**src/rtl/pcpi_matrix_pkg.sv**
```systemverilog
// Shared definitions for the PCPI matrix issuer.
// Holds the custom-0 opcode, the funct3 codes for load/start/clear,
// the operand index map (A, B, bias, threshold), the issuer state
// enum and a helper that packs a PCPI instruction word.
package pcpi_matrix_pkg;

    localparam logic [6:0] OPCODE   = 7'b0001011;

    localparam logic [2:0] F3_LOAD  = 3'b000;
    localparam logic [2:0] F3_CLEAR = 3'b101;
    localparam logic [2:0] F3_START = 3'b111;

    // Operand index map: 9 A, 9 B, 9 bias, then the single threshold.
    localparam logic [4:0] A_BASE    = 5'd0;
    localparam logic [4:0] B_BASE    = 5'd9;
    localparam logic [4:0] BIAS_BASE = 5'd18;
    localparam logic [4:0] THR_ADDR  = 5'd27;
    localparam int         NUM_OPS   = 28;

    typedef enum logic [2:0] {
        ST_IDLE,
        ST_LOAD,
        ST_RUN,
        ST_CLR,
        ST_DONE
    } state_e;

    // insn = {0, value, funct3, addr, opcode}
    function automatic logic [31:0] make_insn(
        input logic [15:0] value,
        input logic [2:0]  funct3,
        input logic [4:0]  addr,
        input logic [6:0]  opcode
    );
        return {1'b0, value, funct3, addr, opcode};
    endfunction

endpackage

```
**src/rtl/lsb_pick28.sv**
```systemverilog
// Lowest-set-bit priority encoder over a 28-bit mask.
// Ports:
//   mask_i  - candidate mask (bit 0 has highest priority)
//   idx_o   - index of the lowest set bit (0 when the mask is empty)
//   any_o   - high when at least one bit of the mask is set
module lsb_pick28 (
    input  logic [27:0] mask_i,
    output logic [4:0]  idx_o,
    output logic        any_o
);

    // Scan from the top down so the lowest set bit is the last to win.
    always_comb begin
        idx_o = '0;
        for (int i = 27; i >= 0; i--) begin
            if (mask_i[i]) begin
                idx_o = 5'(i);
            end
        end
    end

    assign any_o = |mask_i;

endmodule

```
**src/rtl/pcpi_matrix_issuer.sv**
```systemverilog
// Stand-alone PCPI initiator for the fused-matrix coprocessor.
// Buffers 28 operands written from a local host port, then on go issues
// one load per dirty operand (ascending index), a start (capturing
// pcpi_rd into result) and a clear, and finally pulses done.
// Ports:
//   clk, rst                      - clock, synchronous active-high reset
//   wr_en, wr_addr, wr_data       - operand write port (ignored while busy)
//   go                            - start a transaction (sampled in IDLE only)
//   busy, done, err, result       - status, completion pulse, sticky timeout, result word
//   pcpi_valid, pcpi_insn         - instruction issue (registered)
//   pcpi_wr, pcpi_rd, pcpi_wait,
//   pcpi_ready                    - coprocessor response
module pcpi_matrix_issuer #(
    parameter logic [6:0] OPCODE  = pcpi_matrix_pkg::OPCODE,
    parameter int         TIMEOUT = 64
) (
    input  logic        clk,
    input  logic        rst,
    input  logic        wr_en,
    input  logic [4:0]  wr_addr,
    input  logic [15:0] wr_data,
    input  logic        go,
    output logic        busy,
    output logic        done,
    output logic        err,
    output logic [31:0] result,
    output logic        pcpi_valid,
    output logic [31:0] pcpi_insn,
    input  logic        pcpi_wr,
    input  logic [31:0] pcpi_rd,
    input  logic        pcpi_wait,
    input  logic        pcpi_ready
);
    import pcpi_matrix_pkg::*;

    localparam int          CNT_W      = $clog2(TIMEOUT + 1);
    localparam logic [31:0] START_INSN = make_insn(16'd0, F3_START, 5'd0, OPCODE);
    localparam logic [31:0] CLEAR_INSN = make_insn(16'd0, F3_CLEAR, 5'd0, OPCODE);

    state_e             state_q;
    logic [15:0]        ops_q [NUM_OPS];
    logic [NUM_OPS-1:0] dirty_q;
    logic [4:0]         cur_idx_q;
    logic [CNT_W-1:0]   beat_cnt_q;
    logic               valid_q;
    logic [31:0]        insn_q;
    logic               busy_q;
    logic               done_q;
    logic               err_q;
    logic [31:0]        result_q;

    logic               wr_ok;
    logic [NUM_OPS-1:0] wr_bit;
    logic [NUM_OPS-1:0] pick_mask;
    logic [4:0]         pick_idx;
    logic               pick_any;
    logic [15:0]        pick_val;
    logic [31:0]        load_insn;
    logic               beat_accept;
    logic               beat_expired;

    // pcpi_wr and pcpi_wait carry no control meaning for the issuer.
    logic               unused_inputs;
    assign unused_inputs = pcpi_wr ^ pcpi_wait;

    // In IDLE the pick must see a write landing in the same cycle as go;
    // in LOAD it must skip the operand whose load is currently on the bus.
    always_comb begin
        wr_ok  = wr_en && (state_q == ST_IDLE) && (wr_addr <= THR_ADDR);
        wr_bit = '0;
        if (wr_ok) begin
            wr_bit[wr_addr] = 1'b1;
        end
        pick_mask = dirty_q & ~(NUM_OPS'(1) << cur_idx_q);
        if (state_q == ST_IDLE) begin
            pick_mask = dirty_q | wr_bit;
        end
    end

    lsb_pick28 u_pick (
        .mask_i (pick_mask),
        .idx_o  (pick_idx),
        .any_o  (pick_any)
    );

    // Forward the same-cycle write value so the first load carries it.
    always_comb begin
        pick_val = ops_q[pick_idx];
        if (wr_ok && (wr_addr == pick_idx)) begin
            pick_val = wr_data;
        end
        load_insn = make_insn(pick_val, F3_LOAD, pick_idx, OPCODE);
    end

    // Beat cycle 1 sees a stale ready from the previous instruction.
    assign beat_accept  = (beat_cnt_q >= CNT_W'(2)) && pcpi_ready;
    assign beat_expired = (beat_cnt_q == CNT_W'(TIMEOUT));

    always_ff @(posedge clk) begin
        if (rst) begin
            state_q    <= ST_IDLE;
            dirty_q    <= '1;
            cur_idx_q  <= '0;
            beat_cnt_q <= '0;
            valid_q    <= 1'b0;
            insn_q     <= '0;
            busy_q     <= 1'b0;
            done_q     <= 1'b0;
            err_q      <= 1'b0;
            result_q   <= '0;
            for (int i = 0; i < NUM_OPS; i++) begin
                ops_q[i] <= '0;
            end
        end else begin
            done_q <= 1'b0;
            if (wr_ok) begin
                ops_q[wr_addr]   <= wr_data;
                dirty_q[wr_addr] <= 1'b1;
            end
            unique case (state_q)
                ST_IDLE: begin
                    if (go) begin
                        err_q      <= 1'b0;
                        busy_q     <= 1'b1;
                        valid_q    <= 1'b1;
                        beat_cnt_q <= CNT_W'(1);
                        if (pick_any) begin
                            state_q   <= ST_LOAD;
                            insn_q    <= load_insn;
                            cur_idx_q <= pick_idx;
                        end else begin
                            state_q <= ST_RUN;
                            insn_q  <= START_INSN;
                        end
                    end
                end
                ST_LOAD, ST_RUN, ST_CLR: begin
                    if (beat_accept) begin
                        beat_cnt_q <= CNT_W'(1);
                        case (state_q)
                            ST_LOAD: begin
                                dirty_q[cur_idx_q] <= 1'b0;
                                if (pick_any) begin
                                    insn_q    <= load_insn;
                                    cur_idx_q <= pick_idx;
                                end else begin
                                    state_q <= ST_RUN;
                                    insn_q  <= START_INSN;
                                end
                            end
                            ST_RUN: begin
                                result_q <= pcpi_rd;
                                state_q  <= ST_CLR;
                                insn_q   <= CLEAR_INSN;
                            end
                            default: begin
                                valid_q <= 1'b0;
                                insn_q  <= '0;
                                state_q <= ST_DONE;
                                done_q  <= 1'b1;
                            end
                        endcase
                    end else if (beat_expired) begin
                        // Abandon the transaction; unsent operands stay dirty.
                        valid_q <= 1'b0;
                        insn_q  <= '0;
                        err_q   <= 1'b1;
                        state_q <= ST_DONE;
                        done_q  <= 1'b1;
                    end else begin
                        beat_cnt_q <= beat_cnt_q + 1'b1;
                    end
                end
                ST_DONE: begin
                    state_q <= ST_IDLE;
                    busy_q  <= 1'b0;
                end
                default: begin
                    state_q <= ST_IDLE;
                end
            endcase
        end
    end

    assign busy       = busy_q;
    assign done       = done_q;
    assign err        = err_q;
    assign result     = result_q;
    assign pcpi_valid = valid_q;
    assign pcpi_insn  = insn_q;

endmodule
```
**config.mk**
```make
export PLATFORM = sky130hd
export DESIGN_NAME = pcpi_matrix_issuer
export DESIGN_NICKNAME = d
export VERILOG_FILES = /design/src/rtl/pcpi_matrix_pkg.sv /design/src/rtl/lsb_pick28.sv /design/src/rtl/pcpi_matrix_issuer.sv
export SDC_FILE = /design/constraint.sdc
export NUM_CORES = 1
export LEC_CHECK = 0
export ABC_AREA = 1
export CAP_MARGIN = 20
export CORE_MARGIN = 2
export CORE_UTILIZATION = 35
export DETAILED_ROUTE_END_ITERATION = 10
export GPL_TIMING_DRIVEN = 0
export SLEW_MARGIN = 0
export SYNTH_ARGS = -nofsm -noshare
export SYNTH_HDL_FRONTEND = slang
export SYNTH_SLANG_ARGS = --single-unit
```
**constraint.sdc**
```tcl
create_clock -name clk -period 7.95 [get_ports clk]
set_input_delay 0.795 -clock clk [delete_from_list [all_inputs] [get_ports clk]]
set_output_delay 0.795 -clock clk [all_outputs]
set_load 0.05 [all_outputs]
```
==> flow_metrics.env <==
export IMPL_status="finished clean"
export IMPL_synthTopCellsByCount="678 x nand3_1, 596 x nand2_1, 551 x nor2_1"
export IMPL_cts_tree="yes"
export IMPL_finalMaxSlewViolations=0
export IMPL_cts_sinks=615
export IMPL_place_congestion=0.945
export IMPL_ir_worst_vdd_uv=184
export IMPL_yosysUniqueCellTypes=41
export IMPL_io_buffers=119
export IMPL_synthCells=3197
export IMPL_start_util_pct=35.3
export IMPL_intPower_uw=6250
export IMPL_grt_ovfl_total=0
export IMPL_synth_most_common_cell="nand3_1"
export IMPL_rsz0062_at_grt="no"
export IMPL_regToRegStartpoint="state_q[1]"
export IMPL_path_max_fanout=10
export IMPL_row_count=105
export IMPL_post_cts_buffers=0
export IMPL_n_antenna_cell=0
export IMPL_die_h_um=291
export IMPL_hold_ws_ns=0.464
export IMPL_drt_total_wl_um=98500
export IMPL_crit_required_ns=8.42
export IMPL_hold_violations=0
export IMPL_p_per_area_nw_per_um2=292
export IMPL_die_x_um=291
export IMPL_path_common_cell="nor2_1"
export IMPL_synthArstFlopShare_pct=0
export IMPL_core_um2=81800
export IMPL_maxSlewHeadroom_pct=28.7
export IMPL_drt_pass1_iterations=8
export IMPL_synthTopCellsByArea="edfxtp_1 53%, nand3_1 12%, nand2_1 7.7%"
export IMPL_total_power_uw=9900
export IMPL_finalWorstSetupSlack_ns=1.83
export IMPL_fin_crit_sh_pct=77.0
export IMPL_drtAntennaViolNets=0
export IMPL_cts_buffers=69
export IMPL_dp_hpwl_um=72800
export IMPL_pin_count=128
export IMPL_finalClockSkew_ns=0.0287
export IMPL_track_usage_pct=22.8
export IMPL_seq_area_frac_synth_pct=60.4
export IMPL_finalSetupViolCount=0
export IMPL_ys_flop_type="edfxtp_1"
export IMPL_insertion_delay_ns=0.63
export IMPL_cts_buffer_depth=3
export IMPL_drive_gt1_share_pct=6.61
export IMPL_hold_start="result[20]"
export IMPL_fmax_mhz=163
export IMPL_switchingPower_uw=3650
export IMPL_p_sw_share_pct=36.9
export IMPL_syn_avg_cell_area_um2=9.03
export IMPL_n_fill_cell=8117
export IMPL_drt_vias_per_instance=5.28
export IMPL_drcViolationCount=0
export IMPL_synth_edff_count=512
export IMPL_max_cap_violations=0
export IMPL_grt_pass1_wl_um=144000
export IMPL_cts_resized_gates=0
export IMPL_drt_iter0_drc=3062
export IMPL_setup_worst_path_end_class="flip-flop"
export IMPL_dieArea_um2=84800
export IMPL_slowest_stage="clkbuf_1"
export IMPL_pwr_share_clk_pct=31.2
export IMPL_fin_crit_ns=6.12
export IMPL_p_comb_share_pct=31.3
export IMPL_synth_seq_cells=615
export IMPL_clk_pin_slew_ns=0.06
export IMPL_antenna_found_initial=1
export IMPL_min_path_type="reg -> reg"
export IMPL_num_vias=24182
export IMPL_syn_area_um2=28900
export IMPL_post_drt_wl_per_cell_um=21.5
export IMPL_seq_power_share_pct=37.5
export IMPL_critical_path_startpoint="wr_addr[0]"
export IMPL_tns_ns=0
export IMPL_grt_max_degree=17
export IMPL_start_kind="primary input"
export IMPL_cts_hold_buf=0
export IMPL_synth_top_area_share_pct=53.3
export IMPL_arrival_ns=6.59
export IMPL_critPathKind="in -> reg"
export IMPL_worst_pin_slew_ns=1.07
export IMPL_post_place_ws_ns=1.45
export IMPL_htree_num_levels=3
export IMPL_grt_pass1_vias=22902
export IMPL_cts_root_buf="clkbuf_16"
export IMPL_ys_warn_count=0
export IMPL_area_growth_pct=17.4
export IMPL_nets=3525
export IMPL_leakagePower_uw=0.0132
export IMPL_cp_slowest_stage_delay_ns=0.74
export IMPL_synth_top_area_cell="edfxtp_1"
-- critical path, delay by kind of cell --
family	cells	cell delay [ns]
simple gates	17	2.56
compound gates	5	0.60
buf+inv	6	2.60
-- cells in the final DEF, fill, tap and decap left out, types with 32 or more instances in the layout --
master / count
inv_1: 207
clkdlybuf4s50_1: 119
buf_2: 41
nor2_1: 551
o21ai_0: 44
nand3_1: 678
a21oi_1: 74
dfxtp_1: 103
clkbuf_1: 169
edfxtp_1: 512
inv_2: 32
nand3b_1: 66
clkbuf_16: 70
nand2_1: 596
conb_1: 69
-- state kept, by name (all words and copies together) (netlist names) --
| name | flops |
|---|---|
| ops_q | 512 |
| result | 32 |
| dirty_q | 28 |
| pcpi_insn | 24 |
| beat_cnt_q | 7 |
| cur_idx_q | 5 |
| state_q | 3 |
| busy | 1 |
| done | 1 |
| err | 1 |
| pcpi_valid | 1 |
-- path summary, 6_finish.rpt --
check,to,slack [ns],cells after the start
max,pcpi_insn[28],1.83,28
min,result[20],0.46,2
max reg2reg,pcpi_insn[28],2.36,28
min reg2reg,result[20],0.46,2
-- per-layer routing --
metal | vias up | track usage, % | part of all wire [%] | wire length [um]
li1 | 11180 | - | - | -
met1 | 11569 | 30.4 | 41 | 40200
met2 | 1225 | 36.1 | 45 | 44400
met3 | 206 | 4.72 | 9.8 | 9640
met4 | 2 | 9.48 | 4.3 | 4230
met5 | - | 0 | 0.012 | 12
-- cell type report --
| type | instances | area (um^2) | area share [%] |
|---|---|---|---|
| Clock inverter | 31 | 265 | 0.783 |
| Tap cell | 1070 | 1340 | 3.95 |
| Timing Repair Buffer | 126 | 1290 | 3.80 |
| Sequential cell | 615 | 17400 | 51.4 |
| Multi-Input combinational cell | 2176 | 9760 | 28.8 |
| Clock buffer | 89 | 1850 | 5.47 |
| Buffer | 233 | 1050 | 3.10 |
| Inverter | 241 | 905 | 2.67 |
-- power by group through the flow --
| stage | combinational [uW] | clock [uW] | sequential, uW |
|---|---|---|---|
| 6_report | 3100 | 3090 | 3710 |
| 5_1_grt | 3310 | 3230 | 3730 |
| 4_1_cts | 3050 | 3110 | 3710 |
| 3_5_place_dp | 3040 | 0 | 3780 |
| 3_3_place_gp | 3000 | 0 | 3780 |
| 2_1_floorplan | 1810 | 0 | 3860 |
-- cell families after synthesis --
kind of cell             synth area share (%)
buffers and inverters                    6.77
adder cells (fa/ha/maj)                 0.130
other                                  0.0130
AO/OA/AOI/OAI                            3.12
flip-flops                               60.4
XOR/XNOR                               0.0910
AND/OR/NAND/NOR                          29.5
-- stage by stage --
stage / area (um^2) / utilization (%) / std cells
6_report: 33900 / 41.4 / 4581
5_1_grt: 33900 / 41.4 / 4581
4_1_cts: 33900 / 41.4 / 4581
3_5_place_dp: 31800 / 38.8 / 4461
3_3_place_gp: 31700 / 38.7 / 4454
2_1_floorplan: 29100 / - / 3265
Power figures use the tool's default switching activity.
